[src/rtl/alu_op_ctrl.sv]
// Front-end controller for the ALU datapath: accepts one operation per handshake,
// issues a one-cycle unit enable, waits for the unit flag and returns the result.
module alu_op_ctrl #(
  parameter int WIDTH   = 16,
  parameter int TIMEOUT = 4
) (
  input  logic             CLK,
  input  logic             RST,
  input  logic             IN_VALID,
  output logic             IN_READY,
  input  logic [WIDTH-1:0] A,
  input  logic [WIDTH-1:0] B,
  input  logic [3:0]       ALU_FUN,
  output logic [WIDTH-1:0] Op_A,
  output logic [WIDTH-1:0] Op_B,
  output logic [1:0]       Unit_FUN,
  output logic             Arith_Enable,
  output logic             Logic_Enable,
  output logic             CMP_Enable,
  output logic             SHIFT_Enable,
  input  logic [WIDTH-1:0] Arith_OUT,
  input  logic [WIDTH-1:0] Logic_OUT,
  input  logic [WIDTH-1:0] CMP_OUT,
  input  logic [WIDTH-1:0] SHIFT_OUT,
  input  logic             Arith_Flag,
  input  logic             Logic_Flag,
  input  logic             CMP_Flag,
  input  logic             SHIFT_Flag,
  output logic [WIDTH-1:0] ALU_OUT,
  output logic             OUT_VALID,
  input  logic             OUT_READY,
  output logic             ERR
);

  typedef enum logic [1:0] {
    S_IDLE  = 2'd0,
    S_ISSUE = 2'd1,
    S_WAIT  = 2'd2,
    S_DONE  = 2'd3
  } state_t;

  localparam logic [3:0] CNT_LAST = 4'(TIMEOUT - 1);

  state_t           state_r;
  logic [1:0]       sel_r;
  logic [3:0]       cnt_r;
  logic             sel_flag_s;
  logic [WIDTH-1:0] sel_out_s;

  // Ready to accept only while idle; combinational so a held request is taken on the first idle edge.
  always_comb begin
    if (state_r == S_IDLE) begin
      IN_READY = 1'b1;
    end else begin
      IN_READY = 1'b0;
    end
  end

  // Route the flag and result of the unit selected at accept; other units are ignored.
  always_comb begin
    sel_flag_s = 1'b0;
    sel_out_s  = {WIDTH{1'b0}};
    case (sel_r)
      2'b00: begin
        sel_flag_s = Arith_Flag;
        sel_out_s  = Arith_OUT;
      end
      2'b01: begin
        sel_flag_s = Logic_Flag;
        sel_out_s  = Logic_OUT;
      end
      2'b10: begin
        sel_flag_s = CMP_Flag;
        sel_out_s  = CMP_OUT;
      end
      2'b11: begin
        sel_flag_s = SHIFT_Flag;
        sel_out_s  = SHIFT_OUT;
      end
      default: begin
        sel_flag_s = 1'b0;
        sel_out_s  = {WIDTH{1'b0}};
      end
    endcase
  end

  // Operation sequencer: accept, one-cycle issue, bounded wait, hold result until consumed.
  always_ff @(posedge CLK or negedge RST) begin
    if (!RST) begin
      state_r      <= S_IDLE;
      sel_r        <= 2'b00;
      cnt_r        <= 4'd0;
      Op_A         <= {WIDTH{1'b0}};
      Op_B         <= {WIDTH{1'b0}};
      Unit_FUN     <= 2'b00;
      Arith_Enable <= 1'b0;
      Logic_Enable <= 1'b0;
      CMP_Enable   <= 1'b0;
      SHIFT_Enable <= 1'b0;
      ALU_OUT      <= {WIDTH{1'b0}};
      OUT_VALID    <= 1'b0;
      ERR          <= 1'b0;
    end else begin
      case (state_r)
        S_IDLE: begin
          if (IN_VALID) begin
            Op_A         <= A;
            Op_B         <= B;
            Unit_FUN     <= ALU_FUN[1:0];
            sel_r        <= ALU_FUN[3:2];
            Arith_Enable <= (ALU_FUN[3:2] == 2'b00);
            Logic_Enable <= (ALU_FUN[3:2] == 2'b01);
            CMP_Enable   <= (ALU_FUN[3:2] == 2'b10);
            SHIFT_Enable <= (ALU_FUN[3:2] == 2'b11);
            state_r      <= S_ISSUE;
          end
        end
        S_ISSUE: begin
          Arith_Enable <= 1'b0;
          Logic_Enable <= 1'b0;
          CMP_Enable   <= 1'b0;
          SHIFT_Enable <= 1'b0;
          cnt_r        <= 4'd0;
          state_r      <= S_WAIT;
        end
        S_WAIT: begin
          if (sel_flag_s) begin
            ALU_OUT   <= sel_out_s;
            ERR       <= 1'b0;
            OUT_VALID <= 1'b1;
            state_r   <= S_DONE;
          end else if (cnt_r == CNT_LAST) begin
            // Unit never answered: report a zero result flagged as an error.
            ALU_OUT   <= {WIDTH{1'b0}};
            ERR       <= 1'b1;
            OUT_VALID <= 1'b1;
            state_r   <= S_DONE;
          end else begin
            cnt_r <= cnt_r + 4'd1;
          end
        end
        S_DONE: begin
          if (OUT_READY) begin
            OUT_VALID <= 1'b0;
            state_r   <= S_IDLE;
          end
        end
        default: begin
          state_r <= S_IDLE;
        end
      endcase
    end
  end

endmodule

[config.mk]
export PLATFORM = sky130hd
export DESIGN_NAME = alu_op_ctrl
export DESIGN_NICKNAME = d
export VERILOG_FILES = /design/src/rtl/alu_op_ctrl.sv
export SDC_FILE = /design/constraint.sdc
export NUM_CORES = 1
export LEC_CHECK = 0
export CORE_MARGIN = 10
export CORE_UTILIZATION = 39
export CTS_CLUSTER_DIAMETER = 40
export DETAILED_ROUTE_END_ITERATION = 16
export HOLD_SLACK_MARGIN = 0.06
export PLACE_DENSITY = 0.78
export SETUP_SLACK_MARGIN = 0.02
export SLEW_MARGIN = 20
export SYNTH_ARGS = -nofsm -noshare
export SYNTH_HDL_FRONTEND = slang
export SYNTH_SLANG_ARGS = --single-unit
export TNS_END_PERCENT = 1
[constraint.sdc]
create_clock -name CLK -period 2.8 [get_ports CLK]
set_clock_uncertainty 0.2 [all_clocks]
set_input_delay 0.56 -clock CLK [delete_from_list [all_inputs] [get_ports CLK]]
set_output_delay 0.56 -clock CLK [all_outputs]
set_load 0.1 [all_outputs]
### Word-level counts from Yosys, hierarchy flattened

Index checks and enable logic that the tools add are counted.

* register bits after elaboration: 64
* bits in latches: 0
* bits in writable memories: 0
* bits in read-only memories: 0
* input port bits: 108
* output and inout bits: 57
* memories: 0

* add/sub/neg operators: 1
* multipliers: 0
* divide/modulo/power cells: 0
* order comparisons: 0
* equal/unequal tests: 15
* shift operators: 0
* multiplexer cells: 26
* bitwise operators: 0
* reduce and logical (&&, ||, !) cells: 13

Operators by type and width (number)
* one-hot mux 16 bit (4 select lines): 1
* 2-to-1 mux 16 bit: 2
* == test 2 bit (second input constant): 6
* one-hot mux 1 bit (2 select lines): 5
* 2-to-1 mux 1 bit: 9
* AND reduction 3 bit: 3
* 2-to-1 mux 2 bit: 4
* 2-to-1 mux 4 bit: 2
* inequality test 2 bit (second input constant): 4
* one-hot mux 2 bit (4 select lines): 1
* one-hot mux 4 bit (2 select lines): 1
* nonzero test 2 bit: 4
* == test 2 x 1 -> 1 bit (second input constant): 3
* logical NOT 2 bit: 3
* AND reduction 2 bit: 3
* adder 4 x 1 -> 4 bit (second input constant): 1
* == test 4 x 2 -> 1 bit (second input constant): 1
* one-hot mux 1 bit (4 select lines): 1
* inequality test 3 bit (second input constant): 1

### Longest topological paths before layout

Gate-level depths: netlist of run 1.

* depth in word-level cells: 4
* depth in mapped cells: 7
* mapped depth without buffers: 5

### Worst setup path before layout of run 1

OpenSTA, ideal clock, no wires.

* kind: register to register
* start: register state_r[0]
* end: register Op_A[11]
* setup time: 0.126 ns
* arrival time: 2.378 ns
* required time: 2.474 ns
* setup slack: 0.096 ns
* stages on the path, launching flop included: 7
* path buffers: 2
* clock period less this slack: 2.704 ns
* cell sequence: dfrtp_1 inv_1 ha_1 clkbuf_1 nand2_1 clkbuf_1 mux2_2

* cells in the longest elaborated chain, start to end: 2

Ends and longest elaborated chain
* start: declaration: RTL line 44 `state_t state_r;`
* start signal: assignment: RTL line 90 `state_r <= S_IDLE;`
* start signal: assignment: RTL line 115 `state_r <= S_ISSUE;`
* start signal: assignment: RTL line 124 `state_r <= S_WAIT;`
* logical NOT 2 bit: RTL line 104 `case (state_r)`
* AND reduction 2 bit (no line)
* end signal: assignment: RTL line 93 `Op_A <= {WIDTH{1'b0}};`
* end: declaration: RTL line 14 `output logic [WIDTH-1:0] Op_A,`

No other way between the ends.
A chain may end at the register's enable or synchronous reset.

### Worst setup path after layout of run 1

* start: register state_r[0]
* end: output IN_READY

* cells in the longest elaborated chain, start to end: 2

Ends and longest elaborated chain
* logical NOT 2 bit: RTL line 52 `if (state_r == S_IDLE) begin`
* 2-to-1 mux 1 bit: RTL line 52
* end: declaration: RTL line 10 `output logic IN_READY,`

No other way between the ends.

==> reports/qor.csv, run 1 <==
metric,value,unit
ant_nets,0,
cpMaxStageDelayCell,ha_1,
die_w,108,µm
crit_arrival,1.51,ns
path_class,register to primary output,
end_kind,primary output,
grt_pass1_vias,2731,
placementRows,32,
setup_viol,0,
drc,0,
synth_seq_area_share,52.8,%
grt_overflow,0,
cts.sinks,64,
vias,2436,
r2r.worst_path.cells,5,
critPathLaunch,state_r[0],
min_path_cells,1,
viasPerCell,5.02,
hold_viol,0,
cts_buffers,9,
cts_tree,built,
post-route-period-util,80.9,%
insertedDiodeCount,0,
yosysWarnings,0,
min_to,ALU_OUT[14],
yosys.area.top_type_share,52.8,%
path_buf_inv,2,
maxCapViolCount,0,
path_cells,inv_1 -> ha_1 -> buf_12,
tightestPinTransition,0.591,ns
r2r-end,state_r[1],
final_nets,491,
synthTopCellsByArea,"dfrtp_1 53%, mux2_2 14%, mux4_2 13%",
cts_htree_levels,3,
drive_gt1_share,36.0,%
drtIter0Drc,70,
synth.cell_area,0.00303,mm²
relSlewSlack,60.6,%
gr-usage-all-layers,15.7,%
grt_max_degree,65,
fp.dieArea,0.0117,mm²
cts.reportedPaths.clkPinSlew,0.07,ns
startpoint_type,register,
max_freq,0.441,GHz
wire_per_inst,18.6,µm
wl,9.03,mm
regToRegStartpoint,state_r[0],
final_cell_mix,"106 x clkdlybuf4s50_1, 64 x dfrtp_1, 61 x buf_4, 38 x mux2_2, 20 x a22o_1",
path_max_fanout,9,
antenna_found_initial,0,
hold_start,ALU_OUT[14],
rsz0062_at_grt,false,
cp_num_cells,3,
io_pins,165,
areaGrowthSynthToFinish,60.5,%
avgSynthCellArea,14.4,µm²
globalplace.congestion,0.849,
hold_path.class,register to register,
cts_resized,0,
status,"finished, final reports clean",
root_buffer,clkbuf_8,
slowest_delay,0.42,ns
regToRegSetupSlack,0.78,ns
cp.required,2.04,ns
start_util,39.7,%
grt_pass1_wl,14.3,mm
ys_seq_elements,64,
synth_top_cell_by_area,dfrtp_1,
die_h,108,µm
clock_latency,0.34,ns
fp.coreArea,0.00765,mm²
ys_types,33,
path_delay_family,adder cells,
tns,0,ns
mostFrequentLayoutCell,clkdlybuf4s50_1,
syn-num-nets,324,
fin_crit,2.27,ns
dr.pass1.iters,4,
syn_inst,211,
report.final.slew_viol_count,0,
port_buffers,164,
dp_hpwl,7.12,mm
clockBufferDepth,2,
==> worst register-to-register path: cells and delay by family (launching register included) <==
kind / cells / cell delay, ns
flip-flops: 1 / 0.40
adder cells (fa/ha/maj): 1 / 0.33
multiplexers: 1 / 0.37
buffers and inverters: 2 / 0.25
AO/OA/AOI/OAI: 1 / 0.35
==> through the flow <==
stage	instances	hold slack [ns]	setup slack, ns	utilization, %	instance area (µm²)
after floorplan	211	0.0644	0.0964	-	3030
after detailed placement	468	0.291	0.294	61.0	4670
after global placement	468	0.286	0.300	61.0	4670
after CTS	485	0.308	0.533	63.7	4870
after global routing	485	0.314	0.454	63.7	4870
final	485	0.300	0.534	63.7	4870
==> final cells by class <==
type	instances	area (µm²)
clock buffer	9	124
inverter	8	30.0
fill	597	2780
tap	102	128
clock inverter	7	71.3
sequential	64	1600
timing repair buffer	172	1590
multi-input combinational	123	1320
==> cells by family (layout without fill, tap and decap cells) <==
logic type	count (synthesis)	after routing	synth area share, %
flip-flops	64	64	52.8
multiplexers	55	55	26.7
AO/OA/AOI/OAI	34	34	9.40
AND/OR/NAND/NOR	29	29	5.40
buffers and inverters	24	196	3.63
adder cells (fa/ha/maj)	5	5	2.06
==> state kept, by name, indices dropped and copies added (netlist names), 2 cells and up <==
signal,cells
cnt_r,4
sel_r,2
Op_A,16
ALU_OUT,16
state_r,2
Unit_FUN,2
Op_B,16
==> cell usage after synthesis, drive strengths merged <==
master  instances
a311o           2
nand3           5
or4             2
o21ai           3
nor2            3
mux4           17
nand2b          2
a22oi           1
dfrtp          64
a31oi           2
a21boi          1
nor3b           4
o311ai          1
nand2           6
nor3            3
a21oi           1
clkbuf         11
nand4b          1
mux2           38
o221ai          1
o32ai           2
inv             8
and2            1
buf             5
and3            1
a22o           20
or2             1
ha              5
==> metal layers <==
layer  global-route usage (%)  wire length [µm]  up-vias
li1                         -                 -     1138
met1                     16.5              3230     1208
met2                     27.4              4940       80
met3                     7.14               712       10
met4                     4.96               145        0
met5                        0                 0        -
==> how the worst max path moves through the flow <==
stage | slack [ns] | to
2_1_floorplan | 0.1 | Op_A[11]
3_3_place_gp | 0.30 | state_r[1]
3_5_place_dp | 0.29 | state_r[1]
4_1_cts | 0.53 | IN_READY
5_1_grt | 0.45 | IN_READY
6_report | 0.53 | IN_READY
==> what timing repair did <==
item / CTS / global route
hold buffers: 1 / 0
setup buffers: 0 / 0
endpoints found under the hold margin: 64 / 0
setup endpoints to repair: 0 / 0
Power of run 1 is left out: the tool's default activity adds up to more than one toggle a clock period on the data nets, which glitch-free logic cannot reach.
==> inputs of run 2 (changes only) <==
--- a/config.mk
+++ b/config.mk
@@ -6,11 +6,11 @@
 export NUM_CORES = 1
 export LEC_CHECK = 0
 export CORE_MARGIN = 10
-export CORE_UTILIZATION = 39
+export CORE_UTILIZATION = 35
 export CTS_CLUSTER_DIAMETER = 40
 export DETAILED_ROUTE_END_ITERATION = 16
 export HOLD_SLACK_MARGIN = 0.06
-export PLACE_DENSITY = 0.78
+export PLACE_DENSITY = 0.74
 export SETUP_SLACK_MARGIN = 0.02
 export SLEW_MARGIN = 20
 export SYNTH_ARGS = -nofsm -noshare
==> constraint.sdc (replaced) <==
create_clock -name CLK -period 1.99 [get_ports CLK]
set_clock_uncertainty 0.2 [all_clocks]
set_input_delay 0.398 -clock CLK [delete_from_list [all_inputs] [get_ports CLK]]
set_output_delay 0.398 -clock CLK [all_outputs]
set_load 0.1 [all_outputs]
==> run 2 against run 1 <==
  * Die area is 9.3% higher
  * Final cell count is 2.3% higher
  * Non-clock buffer count is 8 higher
  * Critical endpoint is now state_r[1]
  * Worst hold slack better by 0.070 ns
==> reports/qor.csv, run 2 (same netlist as run 1, synthesis figures left out) <==
metric,value,unit,change
status,"finished, final reports clean",,unchanged
path_class,register to register,,was register to primary output
maxCapViolCount,0,,unchanged
drc,0,,unchanged
drive_gt1_share,38.1,%,was 36.0%
mostFrequentLayoutCell,clkdlybuf4s50_1,,unchanged
cts.reportedPaths.clkPinSlew,0.07,ns,about the same
rsz0062_at_grt,true,,was false
fill_cells,599,,was 597
io_pins,165,,unchanged
path_max_fanout,5,,was 9
final_cells,496,,was 485
cts.sinks,64,,unchanged
final_nets,500,,was 491
cp.required,2.00,ns,was 2.04 ns
fp.dieArea,0.0128,mm²,was 0.0117 mm²
wl,10.2,mm,was 9.03 mm
tightestPinTransition,0.476,ns,was 0.591 ns
cts_htree_levels,3,,unchanged
wire_per_inst,20.5,µm,was 18.6 µm
port_buffers,164,,unchanged
report.final.slew_viol_count,0,,unchanged
cts_tree,built,,unchanged
r2r-end,state_r[1],,unchanged
grt_max_degree,37,,was 65
root_buffer,clkbuf_8,,unchanged
ant_nets,0,,unchanged
start_util,36.4,%,was 39.7%
grt_overflow,0,,unchanged
final_cell_mix,"102 x clkdlybuf4s50_1, 64 x dfrtp_1, 59 x buf_12, 37 x mux2_2, 20 x a22o_1",,"was 106 x clkdlybuf4s50_1, 64 x dfrtp_1, 61 x buf_4, 38 x mux2_2, 20 x a22o_1"
drtIter0Drc,108,,was 70
r2r.worst_path.cells,3,,was 5
globalplace.congestion,0.787,,was 0.849
areaGrowthSynthToFinish,86.8,%,was 60.5%
placementRows,33,,was 32
regToRegSetupSlack,0.03,ns,was 0.78 ns
regToRegStartpoint,sel_r[0],,was state_r[0]
fin_crit,1.96,ns,
dr.pass1.iters,4,,unchanged
clockBufferDepth,2,,unchanged
setup_viol,0,,unchanged
tns,0,ns,unchanged
die_h,113,µm,was 108 µm
place_area,0.00544,mm²,was 0.00467 mm²
largestRegisters,"ALU_OUT (16), Op_A (16), Op_B (16)",,unchanged
dp.cells,477,,was 468
finalCoreUtilization,68.0,%,was 63.7%
clock_latency,0.33,ns,was 0.34 ns
grt_pass1_wl,15.6,mm,was 14.3 mm
viasPerCell,5.07,,was 5.02
gr-usage-all-layers,15.4,%,was 15.7%
hold_path.class,register to register,,unchanged
antenna_found_initial,0,,unchanged
startpoint_type,register,,unchanged
final_cell_area,0.00567,mm²,was 0.00487 mm²
die_w,113,µm,was 108 µm
hold_viol,0,,unchanged
dp_hpwl,8.17,mm,was 7.12 mm
post-route-period-util,98.3,%,
relSlewSlack,68.2,%,was 60.6%
insertedDiodeCount,0,,unchanged
endpoint,state_r[1],,was IN_READY
max_freq,0.511,GHz,
end_kind,register,,was primary output
crit_arrival,1.97,ns,was 1.51 ns
cts_buffers,9,,unchanged
critPathLaunch,sel_r[0],,was state_r[0]
grt_pass1_vias,2770,,was 2731
fp.coreArea,0.00834,mm²,was 0.00765 mm²
vias,2515,,was 2436
## run 2: worst min-delay path by stage
| stage | slack (ns) | depth (start not counted) | endpoint | startpoint |
|---|---|---|---|---|
| 6_report | 0.37 | 1 | Op_B[4] | Op_B[4] |
| 5_1_grt | 0.38 | 1 | Op_B[11] | Op_B[11] |
| 4_1_cts | 0.37 | 1 | Op_B[4] | Op_B[4] |
| 3_5_place_dp | 0.24 | 2 | Op_B[15] | RST |
| 3_3_place_gp | 0.22 | 2 | Op_B[15] | RST |
| 2_1_floorplan | -0.1 | 0 | ALU_OUT[0] | RST |
## run 2: area by class of cell
type                            count  area, µm²  area share [%]
Timing Repair Buffer              180       2360            41.6
Sequential cell                    64       1600            28.2
Multi-Input combinational cell    124       1380            24.3
Clock buffer                       12        155            2.74
Tap cell                          105        131            2.32
Inverter                            8       30.0           0.530
Clock inverter                      3       17.5           0.309
## run 2: per-stage QoR
step	setup WS [ns]	hold WS, ns
after global placement	-0.377	0.224
final	0.0329	0.370
after floorplan	-0.0709	-0.0976
after CTS	0.00679	0.373
after global routing	-0.0218	0.382
after detailed placement	-0.459	0.242
## run 2: worst max-delay path, cell delays in order, from the launching register on
cell      delay [ns]
dfrtp_1         0.41
mux4_2          0.63
o311ai_4        0.29
mux2_4          0.32
## run 2: what timing repair did
| action | CTS | global route |
|---|---|---|
| endpoints found under the hold margin | 64 | 0 |
| pin swaps | 3 | 4 |
| gates cloned | 1 | 0 |
| gates resized for setup | 6 | 4 |
| setup endpoints to repair | 21 | 23 |
| setup buffers | 2 | 0 |
| hold buffers | 1 | 0 |
## run 2: routing by layer
metal	vias up	routed length, µm	track usage [%]	share of wire, %
met5	-	0	0	0
met4	0	80	2.88	0.79
met2	102	5170	26.1	51
met1	1251	3910	17.6	38
met3	7	1000	6.97	9.8
li1	1155	-	-	-
Power of run 2 is left out for the same reason.
